==> src/rtl/r1024x16_port_arbiter.sv <==
// Two-requester round-robin front end for a 1024x16 RAM with byte enables.
// After reset it can optionally sweep the whole RAM to zero before serving requests.
module r1024x16_port_arbiter #(
    parameter bit CLEAR_ON_RESET = 1'b1,
    parameter int DEPTH          = 1024
) (
    input  logic        Clk,
    input  logic        Rst,
    input  logic        A_Req,
    input  logic        B_Req,
    input  logic        A_We,
    input  logic        B_We,
    input  logic [9:0]  A_Addr,
    input  logic [9:0]  B_Addr,
    input  logic [15:0] A_WD,
    input  logic [15:0] B_WD,
    input  logic [1:0]  A_Ben,
    input  logic [1:0]  B_Ben,
    output logic        A_Gnt,
    output logic        B_Gnt,
    output logic        A_RValid,
    output logic        B_RValid,
    output logic [15:0] A_RD,
    output logic [15:0] B_RD,
    output logic [9:0]  WA,
    output logic [15:0] WD,
    output logic [1:0]  WEN,
    output logic [9:0]  RA,
    input  logic [15:0] RD,
    output logic        Busy
);

    localparam int AW = 10;

    typedef enum logic {
        CLEAR,
        RUN
    } state_t;

    state_t          r_state;
    logic [AW-1:0]   r_clrCnt;
    logic            r_prioA;
    logic            r_aRValid;
    logic            r_bRValid;
    logic [15:0]     r_aRdHold;
    logic [15:0]     r_bRdHold;
    logic [AW-1:0]   r_waHold;
    logic [15:0]     r_wdHold;
    logic [AW-1:0]   r_raHold;

    logic            w_run;
    logic            w_aGnt;
    logic            w_bGnt;
    logic            w_gntWe;
    logic [AW-1:0]   w_gntAddr;
    logic [15:0]     w_gntWd;
    logic [1:0]      w_gntBen;
    logic            w_wrGnt;
    logic            w_rdGnt;

    // Grant is decided combinationally so a request is accepted in the cycle it appears.
    always_comb begin
        w_run     = (r_state == RUN);
        w_aGnt    = w_run & A_Req & (~B_Req | r_prioA);
        w_bGnt    = w_run & B_Req & (~A_Req | ~r_prioA);
        w_gntWe   = w_aGnt ? A_We   : B_We;
        w_gntAddr = w_aGnt ? A_Addr : B_Addr;
        w_gntWd   = w_aGnt ? A_WD   : B_WD;
        w_gntBen  = w_aGnt ? A_Ben  : B_Ben;
        w_wrGnt   = (w_aGnt | w_bGnt) & w_gntWe;
        w_rdGnt   = (w_aGnt | w_bGnt) & ~w_gntWe;
    end

    always_comb begin
        A_Gnt    = w_aGnt;
        B_Gnt    = w_bGnt;
        Busy     = ~w_run;
        WA       = r_waHold;
        WD       = r_wdHold;
        WEN      = 2'b00;
        if (!w_run) begin
            WA  = r_clrCnt;
            WD  = 16'h0000;
            WEN = 2'b11;
        end else if (w_wrGnt) begin
            WA  = w_gntAddr;
            WD  = w_gntWd;
            WEN = w_gntBen;
        end
        RA       = w_rdGnt ? w_gntAddr : r_raHold;
        A_RValid = r_aRValid;
        B_RValid = r_bRValid;
        // The RAM output is only meaningful in the response cycle; otherwise replay the last delivery.
        A_RD     = r_aRValid ? RD : r_aRdHold;
        B_RD     = r_bRValid ? RD : r_bRdHold;
    end

    always_ff @(posedge Clk) begin
        if (Rst) begin
            r_state   <= CLEAR_ON_RESET ? CLEAR : RUN;
            r_clrCnt  <= '0;
            r_prioA   <= 1'b1;
            r_aRValid <= 1'b0;
            r_bRValid <= 1'b0;
            r_aRdHold <= 16'h0000;
            r_bRdHold <= 16'h0000;
            r_waHold  <= '0;
            r_wdHold  <= 16'h0000;
            r_raHold  <= '0;
        end else begin
            r_waHold  <= WA;
            r_wdHold  <= WD;
            r_raHold  <= RA;
            r_aRValid <= w_aGnt & ~A_We;
            r_bRValid <= w_bGnt & ~B_We;
            if (r_aRValid) begin
                r_aRdHold <= RD;
            end
            if (r_bRValid) begin
                r_bRdHold <= RD;
            end
            if (r_state == CLEAR) begin
                if (r_clrCnt == AW'(DEPTH - 1)) begin
                    r_state  <= RUN;
                    r_clrCnt <= '0;
                end else begin
                    r_clrCnt <= r_clrCnt + 1'b1;
                end
            end else begin
                // Priority always moves to the requester that was not just served.
                if (w_aGnt) begin
                    r_prioA <= 1'b0;
                end else if (w_bGnt) begin
                    r_prioA <= 1'b1;
                end
            end
        end
    end

endmodule

==> config.mk <==
export PLATFORM = sky130hd
export DESIGN_NAME = r1024x16_port_arbiter
export DESIGN_NICKNAME = d
export VERILOG_FILES = /design/src/rtl/r1024x16_port_arbiter.sv
export SDC_FILE = /design/constraint.sdc
export NUM_CORES = 1
export LEC_CHECK = 0
export BUFFER_PORTS_ARGS = -buffer_cell sky130_fd_sc_hd__buf_2
export CAP_MARGIN = 30
export CORE_MARGIN = 2
export CORE_UTILIZATION = 44
export DETAILED_ROUTE_END_ITERATION = 7
export HOLD_SLACK_MARGIN = 0.1
export PLACE_DENSITY = 0.76
export RECOVER_POWER = 100
export SLEW_MARGIN = 10
export SYNTH_ARGS = -nofsm -noshare
export SYNTH_HDL_FRONTEND = slang
export SYNTH_SLANG_ARGS = --single-unit
export TNS_END_PERCENT = 20
==> constraint.sdc <==
create_clock -name Clk -period 1.5 [get_ports Clk]
set_clock_uncertainty 0.1 [all_clocks]
set_input_delay 0.15 -clock Clk [delete_from_list [all_inputs] [get_ports Clk]]
set_output_delay 0.15 -clock Clk [all_outputs]
set_load 0.005 [all_outputs]
# Word level (Yosys, flattened, before mapping)
# Index checks and enable logic that the tools add are counted.
[word_totals]
register_bits = 82
in_bits = 78
output_inout_bits = 75
word_cells = 50
[op_classes]
n_addsub = 1
eq_ne = 1
muxes = 18
bitwise_logic = 18
n_reduce_logical = 2
[op_table]
columns = ["op", "count"]
rows = [
  ["two-way mux 16 bit", 5],
  ["two-way mux 10 bit", 5],
  ["adder 10 x 1 -> 10 bit, second input constant", 1],
  ["== test 10 bit, second input constant", 1],
  ["bitwise AND 1 bit", 8],
  ["NOT 1 bit", 7],
  ["two-way mux 2 bit", 3],
  ["two-way mux 1 bit", 5],
  ["bitwise OR 1 bit", 3],
  ["AND reduction 2 bit", 1],
  ["nonzero test 2 bit", 1],
]

# Longest topological paths before layout
# Gate-level depths: netlist of run 1.
[depth]
ltp_word = 7
ltp_mapped = 7

# Worst setup path before layout of run 1
# OpenSTA, ideal clock, no wires.
[synth_path]
kind = "register to output"
start = "register r_state"
end = "output port WA[2]"
arrival_time_ns = 1.338
required_time_ns = 1.250
path_slack_ns = -0.088
path_stages_with_launch = 8
path_buffers = 3
cell_sequence = "dfxtp_1 > buf_6 > and2_1 > buf_6 > nand2_4 > buf_8 > mux2i_2 > o221ai_1"
[synth_between]
elab_chain_len = 6
[synth_rtl]
columns = ["element", "line", "text"]
rows = [
  ["start, declared", "40", "state_t r_state;"],
  ["start signal, assigned", "100", "r_state <= CLEAR_ON_RESET ? CLEAR : RUN;"],
  ["bitwise AND 1 bit (on tied branches) (2 in a row)", "64, 65", ""],
  ["bitwise OR 1 bit / two-way mux 1 bit (equally long branches)", "70, 66", ""],
  ["bitwise AND 1 bit", "70", "w_wrGnt = (w_aGnt | w_bGnt) & w_gntWe;"],
  ["two-way mux 10 bit", "85", "end else if (w_wrGnt) begin"],
  ["two-way mux 10 bit *", "81", "if (!w_run) begin"],
  ["end, declared", "25", "output logic [9:0] WA,"],
]
# Mark *: on every way between the ends. The rest lies on a longest branch, timed or not.

# Worst setup path after layout of run 1
[layout_path]
start = "register r_prioA"
end = "output port RA[5]"
[layout_between]
elab_chain_len = 6
[layout_rtl]
columns = ["element", "line", "text"]
rows = [
  ["start, declared", "42", "logic r_prioA;"],
  ["start signal, assigned", "102", "r_prioA <= 1'b1;"],
  ["start signal, assigned", "132", "r_prioA <= 1'b0;"],
  ["start signal, assigned", "134", "r_prioA <= 1'b1;"],
  ["NOT 1 bit / bitwise OR 1 bit (equally long branches)", "65, 64", ""],
  ["bitwise OR 1 bit / bitwise AND 1 bit (equally long branches)", "65, 64", ""],
  ["bitwise AND 1 bit / two-way mux 1 bit (equally long branches)", "65, 66", ""],
  ["bitwise OR 1 bit / NOT 1 bit (equally long branches)", "71", "w_rdGnt = (w_aGnt | w_bGnt) & ~w_gntWe;"],
  ["bitwise AND 1 bit", "71", ""],
  ["two-way mux 10 bit *", "90", "RA = w_rdGnt ? w_gntAddr : r_raHold;"],
  ["end, declared", "28", "output logic [9:0] RA,"],
]
# Marks and branches as above.

==> reports/metrics.cfg, run 1 <==
[logic_synthesis]
synthTopCellsByArea=dfxtp_1 (41%), mux2_2 (9.0%), nor3b_1 (6.0%)
ys_ff_latch=82
synth_top_area_share_pct=40.9
yosysMostFrequentCell=dfxtp_1
syn_avg_cell_area_um2=9.14
synth_edf_count=0
synth.distinct_cells=43
ys.flop_type=dfxtp_1
synth_commonest_cells=dfxtp_1 (82), and2_1 (35), nand3_1 (34), mux2_2 (32), nor3b_1 (32)
netlist_area_um2=4010
synth_cells=439
async_flop_share_pct=0
syn-num-nets=518
yosys_warnings=0
ys_seq_area_share_pct=40.9
synth.largest_area_cell=dfxtp_1

[floorplan]
die_area_um2=9900
num_rows=34
die_h_um=99.5
die_w_um=99.5
initial_core_util_pct=45.8
core_area_um2=8760
boundaryPins=153

[grt]
grt_max_degree=34
groute.usage.overall_pct=25.0
antenna_found_initial=1
overflow=0
first_global_vias=4016
grt_pass1_wl_um=20100

[cts]
cts_hold_buf=21
clock_sinks=82
clockBufferDepth=2
cts_tree=done
ctsHtreeMaxLevel=3
cts_buffers=9
clk_latency_ns=0.35
cts_root_buf=clkbuf_8
clk_pin_slew_worst_paths_ns=0.08

[power_and_ir_drop]
cellPowerDensity_nw_per_um2=693
peakVddDrop_uv=379
leakage_uw=0.00282

[run_status]
violations=setup timing
status=finished, violations left

[timing]
fin_crit_ns=2.11
fin_crit_sh_pct=141
finalSetupTns_ns=-27.60
rsz0062_at_grt=true
slew_headroom_pct=75.6
worstMarginPinSlew_ns=0.356
holdWs_ns=0.0961
finalMaxSlewViolations=0
setup_ws_ns=-0.610
hold_viol=0
max_freq_mhz=474
setup_viol=107

[setup_path]
endpoint_kind=output port
worst-setup-path-type=reg -> out
rr_worst_depth=6
critPathLaunchType=flip-flop
r2r_slack_ns=-0.23
arrival_ns=1.86
path_cells=a21bo_4 -> buf_4 -> o32ai_4 -> buf_4 -> a21oi_1 -> a21oi_1 -> buf_2
crit_slowest_cell=dfxtp_4
crit_fanout=5
required_ns=1.25
slowest_delay_ns=0.36

[placed_design]
dp_hpwl_um=8360
gp_congestion=0.824
port_buffers=152

[route]
via_count=4209
drt_iter0_markers=209
wl_per_cell_um=17.2
viasPerCell=5.45
route.detailed.drc=0
dr.pass1.iters=4
drtAntennaViolNets=0
routed_wl_um=13300

[cells_and_area]
final_util_pct=75.1
num_antenna_cells=0
syn_to_final_growth_pct=64.0
nets=739
drive_above_1_share_pct=50.7

[job]
maxCapViolCount=0

[worst_hold_path]
hold_class=in -> reg
hold-path-cell-count=3

[cells by family after synthesis]
logic type / Yosys count / synth area share [%]
AO/OA/AOI/OAI: 78 / 13.2
XOR/XNOR: 8 / 1.75
adder cells (fa/ha/maj): 1 / 0.312
buffers and inverters: 41 / 5.33
flip-flops: 82 / 40.9
multiplexers: 44 / 12.5
AND/OR/NAND/NOR: 185 / 26.0
[layout by cell type (no fill, tap or decap), drive strengths merged, types with 2 or more instances in the layout]
master | Yosys | final
xor2 | 3 | 3
o221ai | 20 | 20
or3 | 10 | 10
dlygate4sd3 | 0 | 21
bufinv | 0 | 2
clkinv | 1 | 3
and2 | 35 | 35
buf | 19 | 224
nor3 | 4 | 4
nor2 | 27 | 27
dfxtp | 82 | 82
nand2 | 29 | 29
clkbuf | 16 | 10
nor2b | 2 | 2
xnor2 | 5 | 5
inv | 5 | 6
nand3 | 35 | 35
a21oi | 24 | 24
o21ai | 19 | 19
mux2 | 32 | 32
nor3b | 32 | 32
and3 | 2 | 2
a211oi | 10 | 10
nand4 | 3 | 3
mux2i | 12 | 12
[stage by stage]
| step | setup WS, ns | instance area (um^2) | std cells | total power (uW) |
|---|---|---|---|---|
| finish | -0.610 | 6580 | 773 | 4560 |
| global route | -0.696 | 6580 | 773 | 4730 |
| CTS | -0.630 | 6380 | 773 | 4530 |
| detailed placement | -0.238 | 5410 | 729 | 2670 |
| global placement | -0.196 | 5410 | 729 | 2660 |
| floorplan | -0.0322 | 4130 | 439 | 2440 |
[path summary, 6_finish.rpt]
path	end	startpoint
max	RA[5]	r_prioA
min reg2reg	r_clrCnt[1]	r_clrCnt[1]
min	r_waHold[5]	A_Addr[5]
max reg2reg	r_waHold[6]	r_prioA
[area by class of cell]
cell class / instances / area [um^2]
multi-input combinational: 316 / 2640
tap: 108 / 135
clock buffer: 10 / 128
fill: 618 / 2180
sequential: 82 / 1650
inverter: 6 / 30.0
timing repair buffer: 245 / 1910
clock inverter: 6 / 90.1
[critical path: cells and delay by family (launching register included)]
| kind | cells | cell delay (ns) |
|---|---|---|
| buffers and inverters | 3 | 0.49 |
| AO/OA/AOI/OAI | 4 | 0.66 |
| flip-flops | 1 | 0.36 |
[flip-flops by register name, summed over array words and instances, names as in the netlist]
signal / cells
r_wdHold: 16
r_clrCnt: 10
r_raHold: 10
A_RValid: 1
r_bRdHold: 16
r_state: 1
r_prioA: 1
B_RValid: 1
r_waHold: 10
r_aRdHold: 16
[routing by layer]
layer	GRT usage (%)	share of wire [%]	up-vias
met3	4.78	6.2	15
met1	32.3	42	2002
met4	6.53	1.2	2
li1	-	-	2021
met5	0	0.098	-
met2	42.9	50	169
[report_power, final]
group          internal (uW)  switching, uW
Combinational            308            276
Clock                    945            835
Sequential              2180           12.5
Total                   3440           1120
[timing repair]
| item | in CTS | in global routing |
|---|---|---|
| buffers inserted | 5 | 1 |
| gates resized for setup | 95 | 53 |
| setup endpoints to repair | 105 | 115 |
| endpoints found under the hold margin | 44 | 1 |
| gates cloned | 2 | 1 |
| pin swaps | 16 | 7 |
Note: power is estimated with default switching activity, not from simulation.
==> inputs of run 2 (changes only) <==
==> constraint.sdc (replaced) <==
create_clock -name Clk -period 1.91 [get_ports Clk]
set_clock_uncertainty 0.1 [all_clocks]
set_input_delay 0.191 -clock Clk [delete_from_list [all_inputs] [get_ports Clk]]
set_output_delay 0.191 -clock Clk [all_outputs]
set_load 0.005 [all_outputs]
==> reports/metrics.cfg, run 2 (synthesized netlist as in run 1, its figures left out) <==
[setup_path]
endpoint_kind=output port
r2r-end=A_RValid
required_ns=1.62
worst-setup-path-type=reg -> out
crit_fanout=5
r2r_slack_ns=0.03
rr_worst_depth=5
r2r_start=r_prioA
critPathLaunchType=flip-flop
arrival_ns=1.86

[timing]
setup_viol=38
slew_headroom_pct=55.2
worstMarginPinSlew_ns=0.671
rsz0062_at_grt=true
finalMaxSlewViolations=0
fin_crit_sh_pct=113
hold_viol=0
fin_crit_ns=2.16
holdWs_ns=0.119
max_freq_mhz=464
setup_ws_ns=-0.246

[route]
dr.pass1.iters=7
via_count=4052
drtAntennaViolNets=0
drt_iter0_markers=245
routed_wl_um=11600
wl_per_cell_um=15.7
route.detailed.drc=0
viasPerCell=5.48

[floorplan]
die_w_um=99.5
core_area_um2=8760
num_rows=34
boundaryPins=153
initial_core_util_pct=45.8
die_area_um2=9900
die_h_um=99.5

[worst_hold_path]
min_to=r_aRdHold[5]
hold_class=in -> reg
hp-start=RD[5]
hold-path-cell-count=3

[grt]
first_global_vias=3887
grt_pass1_wl_um=18600
groute.usage.overall_pct=23.1
grt_max_degree=38
antenna_found_initial=2
overflow=0

[cells_and_area]
multi_input_area_um2=2410
drive_above_1_share_pct=44.1
nets=704
stdcell_count=739
mostFrequentLayoutCell=buf_2
syn_to_final_growth_pct=44.0
fill_cells=701
layout_common_cells=buf_2 (151), dfxtp_1 (80), nand3_1 (34), mux2_2 (32), nor2_1 (27)
top_regs=r_aRdHold: 16 flops, r_bRdHold: 16 flops, r_wdHold: 16 flops
ff_latch_area_um2=1640

[cts]
clk_pin_slew_worst_paths_ns=0.09
ctsHtreeMaxLevel=3
cts_buffers=9
clockBufferDepth=2
clock_sinks=82
cts_root_buf=clkbuf_8
cts_tree=done
clk_latency_ns=0.35

[run_status]
violations=setup timing
status=finished, violations left

[job]
maxCapViolCount=0

[power_and_ir_drop]
peakVddDrop_uv=475
cellPowerDensity_nw_per_um2=594
leakage_uw=0.00252

[placed_design]
gp_congestion=0.900
port_buffers=152
dp_hpwl_um=7570
dpl.cell_count=690

[run 2: report_power, final]
part / leakage (uW) / total, uW / internal, uW / switching [uW]
Clock: 0.0000954 / 1300 / 623 / 673
Sequential: 0.000661 / 1720 / 1720 / 8.01
Combinational: 0.00177 / 414 / 215 / 198
[run 2: worst max-delay path by stage]
stage                     startpoint    end  slack, ns  depth (start not counted)
after detailed placement       A_Req  WA[1]       0.03                          7
after floorplan              r_state  WA[2]       0.28                          7
after CTS                    r_prioA  WD[9]      -0.25                          7
final                        r_prioA  WA[6]      -0.25                          5
after global routing         r_prioA  RA[8]      -0.32                          7
after global placement       r_prioA  WA[1]       0.02                          6
[run 2: cell type report]
| class | instances | share of cell area (%) |
|---|---|---|
| clock buffer | 10 | 2.21 |
| tap | 108 | 2.34 |
| timing repair buffer | 208 | 23.5 |
| multi-input combinational | 318 | 41.8 |
| sequential | 82 | 28.4 |
| inverter | 6 | 0.390 |
| antenna | 1 | 0.0433 |
| clock inverter | 6 | 1.28 |
[run 2: critical path, stage by stage (launching register included)]
cell      delay (ns)
dfxtp_2         0.36
nand2b_2        0.24
nand2_4         0.18
mux2i_2         0.42
o221ai_4        0.17
buf_2           0.15
[run 2: timing repair]
action / CTS / global route
hold endpoints to repair: 35 / 0
buffers inserted: 8 / 0
pin swaps: 25 / 5
endpoints found under the setup margin: 38 / 40
resized for setup: 38 / 14
gates cloned: 4 / 1
hold buffers: 19 / 0
[run 2: metrics by stage]
stage | total power, uW | setup slack (ns) | area [um^2] | setup TNS (ns) | util [%]
3_5_place_dp | 2060 | 0.0330 | 4960 | 0 | 56.6
2_1_floorplan | 1910 | 0.281 | 4010 | 0 | -
5_1_grt | 3560 | -0.324 | 5780 | -12.52 | 65.9
6_report | 3430 | -0.246 | 5780 | -7.66 | 65.9
3_3_place_gp | 2050 | 0.0237 | 4960 | 0 | 56.6
4_1_cts | 3450 | -0.250 | 5720 | -8.27 | 65.3
[run 2: layer usage]
| layer | up-vias | GRT usage (%) | part of all wire (%) | routed length [um] |
|---|---|---|---|---|
| li1 | 1957 | - | - | - |
| met1 | 1898 | 28.4 | 42 | 4860 |
| met2 | 173 | 39.6 | 48 | 5620 |
| met3 | 22 | 6.47 | 7.8 | 906 |
| met4 | 2 | 6.85 | 1.8 | 213 |
| met5 | - | 0 | 0.11 | 13 |
==> inputs of run 3 (changes only) <==
--- a/config.mk
+++ b/config.mk
@@ -11,7 +11,7 @@
 export CORE_UTILIZATION = 44
 export DETAILED_ROUTE_END_ITERATION = 7
 export HOLD_SLACK_MARGIN = 0.1
-export PLACE_DENSITY = 0.76
+export PLACE_DENSITY_LB_ADDON = 0.05
 export RECOVER_POWER = 100
 export SLEW_MARGIN = 10
 export SYNTH_ARGS = -nofsm -noshare
==> reports/metrics.cfg, run 3 (synthesized netlist as in run 1, its figures left out) <==
[route]
via_count=3908
viasPerCell=5.40
drt_iter0_markers=136
route.detailed.drc=0
routed_wl_um=11400
wl_per_cell_um=15.7
dr.pass1.iters=4
drtAntennaViolNets=0

[placed_design]
dpl.cell_count=691
port_buffers=152
dp_hpwl_um=7580
gp_congestion=0.835

[power_and_ir_drop]
peakVddDrop_uv=412
leakage_uw=0.00250
cellPowerDensity_nw_per_um2=637

[floorplan]
boundaryPins=153
core_area_um2=8760
die_h_um=99.5
num_rows=34
die_area_um2=9900
initial_core_util_pct=45.8
die_w_um=99.5

[timing]
rsz0062_at_grt=true
finalMaxSlewViolations=0
hold_viol=0
setup_viol=38
max_freq_mhz=465
worstMarginPinSlew_ns=0.625
holdWs_ns=0.111
fin_crit_ns=2.15
setup_ws_ns=-0.241
fin_crit_sh_pct=113
slew_headroom_pct=58.2

[setup_path]
endpoint=WA[1]
required_ns=1.62
r2r_start=r_prioA
worst-setup-path-type=reg -> out
critPathLaunchType=flip-flop
worstSetupStartpoint=r_prioA
rr_worst_depth=7
endpoint_kind=output port
r2r-end=r_waHold[9]
arrival_ns=1.86
crit_fanout=5
r2r_slack_ns=0.12

[cts]
clk_latency_ns=0.34
ctsHtreeMaxLevel=3
clockBufferDepth=2
cts_tree=done
clk_pin_slew_worst_paths_ns=0.09
cts_root_buf=clkbuf_8
clock_sinks=82
cts_buffers=9

[cells_and_area]
num_antenna_cells=0
syn_to_final_growth_pct=41.4
stdcell_count=724
mostFrequentLayoutCell=buf_2
drive_above_1_share_pct=44.2
layout_common_cells=buf_2 (152), dfxtp_1 (81), and2_1 (31), nand3_1 (28)
nets=691
top_regs=r_aRdHold: 16 flops, r_bRdHold: 16 flops, r_wdHold: 16 flops

[grt]
grt_max_degree=39
grt_pass1_wl_um=17500
antenna_found_initial=0
first_global_vias=3685
groute.usage.overall_pct=21.7
overflow=0

[job]
maxCapViolCount=0

[worst_hold_path]
hold_class=in -> reg

[run_status]
violations=setup timing
status=finished, violations left

run 3: cell count changes in the layout (fill, tap and decap cells not counted), moves of 6 or more:
cell / delta
mux2_1: +9
nand3_2: +6
mux2_2: -9
dlygate4sd3_1: -10
nand3_1: -6
and2_1: +13
and2_0: -12
run 3: per-layer routing:
metal  global-route usage (%)  wire length [um]
met1                     28.0              4930
met2                     36.1              5570
met3                     3.94               645
met4                     8.22               220
met5                        0                 0
run 3: through the flow:
| stage | util [%] | power (uW) | worst slack [ns] | setup TNS [ns] | instance area (um^2) |
|---|---|---|---|---|---|
| floorplan | - | 1910 | 0.281 | 0 | 4010 |
| global placement | 56.4 | 2040 | 0.143 | 0 | 4950 |
| detailed placement | 56.4 | 2050 | 0.105 | 0 | 4950 |
| CTS | 61.4 | 3590 | -0.207 | -5.55 | 5380 |
| global route | 64.8 | 3760 | -0.300 | -10.77 | 5680 |
| finish | 64.8 | 3620 | -0.241 | -6.54 | 5680 |
run 3: report_power, final:
part / switching [uW] / leakage [uW] / internal [uW]
combinational: 191 / 0.00172 / 194
clock: 640 / 0.000116 / 869
sequential: 8.86 / 0.000661 / 1720
total: 840 / 0.00250 / 2780
run 3: how the worst min path moves through the flow:
stage	startpoint	end	slack [ns]	cells after the start
after global placement	B_We	B_RValid	0.32	2
after CTS	RD[14]	r_bRdHold[14]	0.10	3
after floorplan	A_We	A_RValid	0.17	1
after detailed placement	B_We	B_RValid	0.32	2
final	RD[2]	r_bRdHold[2]	0.11	3
after global routing	RD[2]	r_aRdHold[2]	0.11	3
run 3: final cells by class:
type / instances / area, um^2
timing repair buffer: 195 / 1210
clock buffer: 9 / 124
sequential: 82 / 1650
multi-input combinational: 318 / 2420
tap: 108 / 135
clock inverter: 6 / 115
inverter: 6 / 22.5
fill: 776 / 3090
run 3: worst max-delay path: stages, from the launching register on:
cell	delay (ns)
dfxtp_4	0.38
a21bo_4	0.24
o22ai_4	0.19
buf_12	0.15
buf_12	0.14
nand2_8	0.08
o221ai_4	0.19
buf_2	0.15
run 3: what timing repair did:
action                                  CTS  global route
resized for setup                        19            40
endpoints found under the hold margin    14             0
hold buffers                              9             0
pin swaps                                 1            19
endpoints found under the setup margin   38            38
cloned                                    1             4
buffers inserted                          1             3
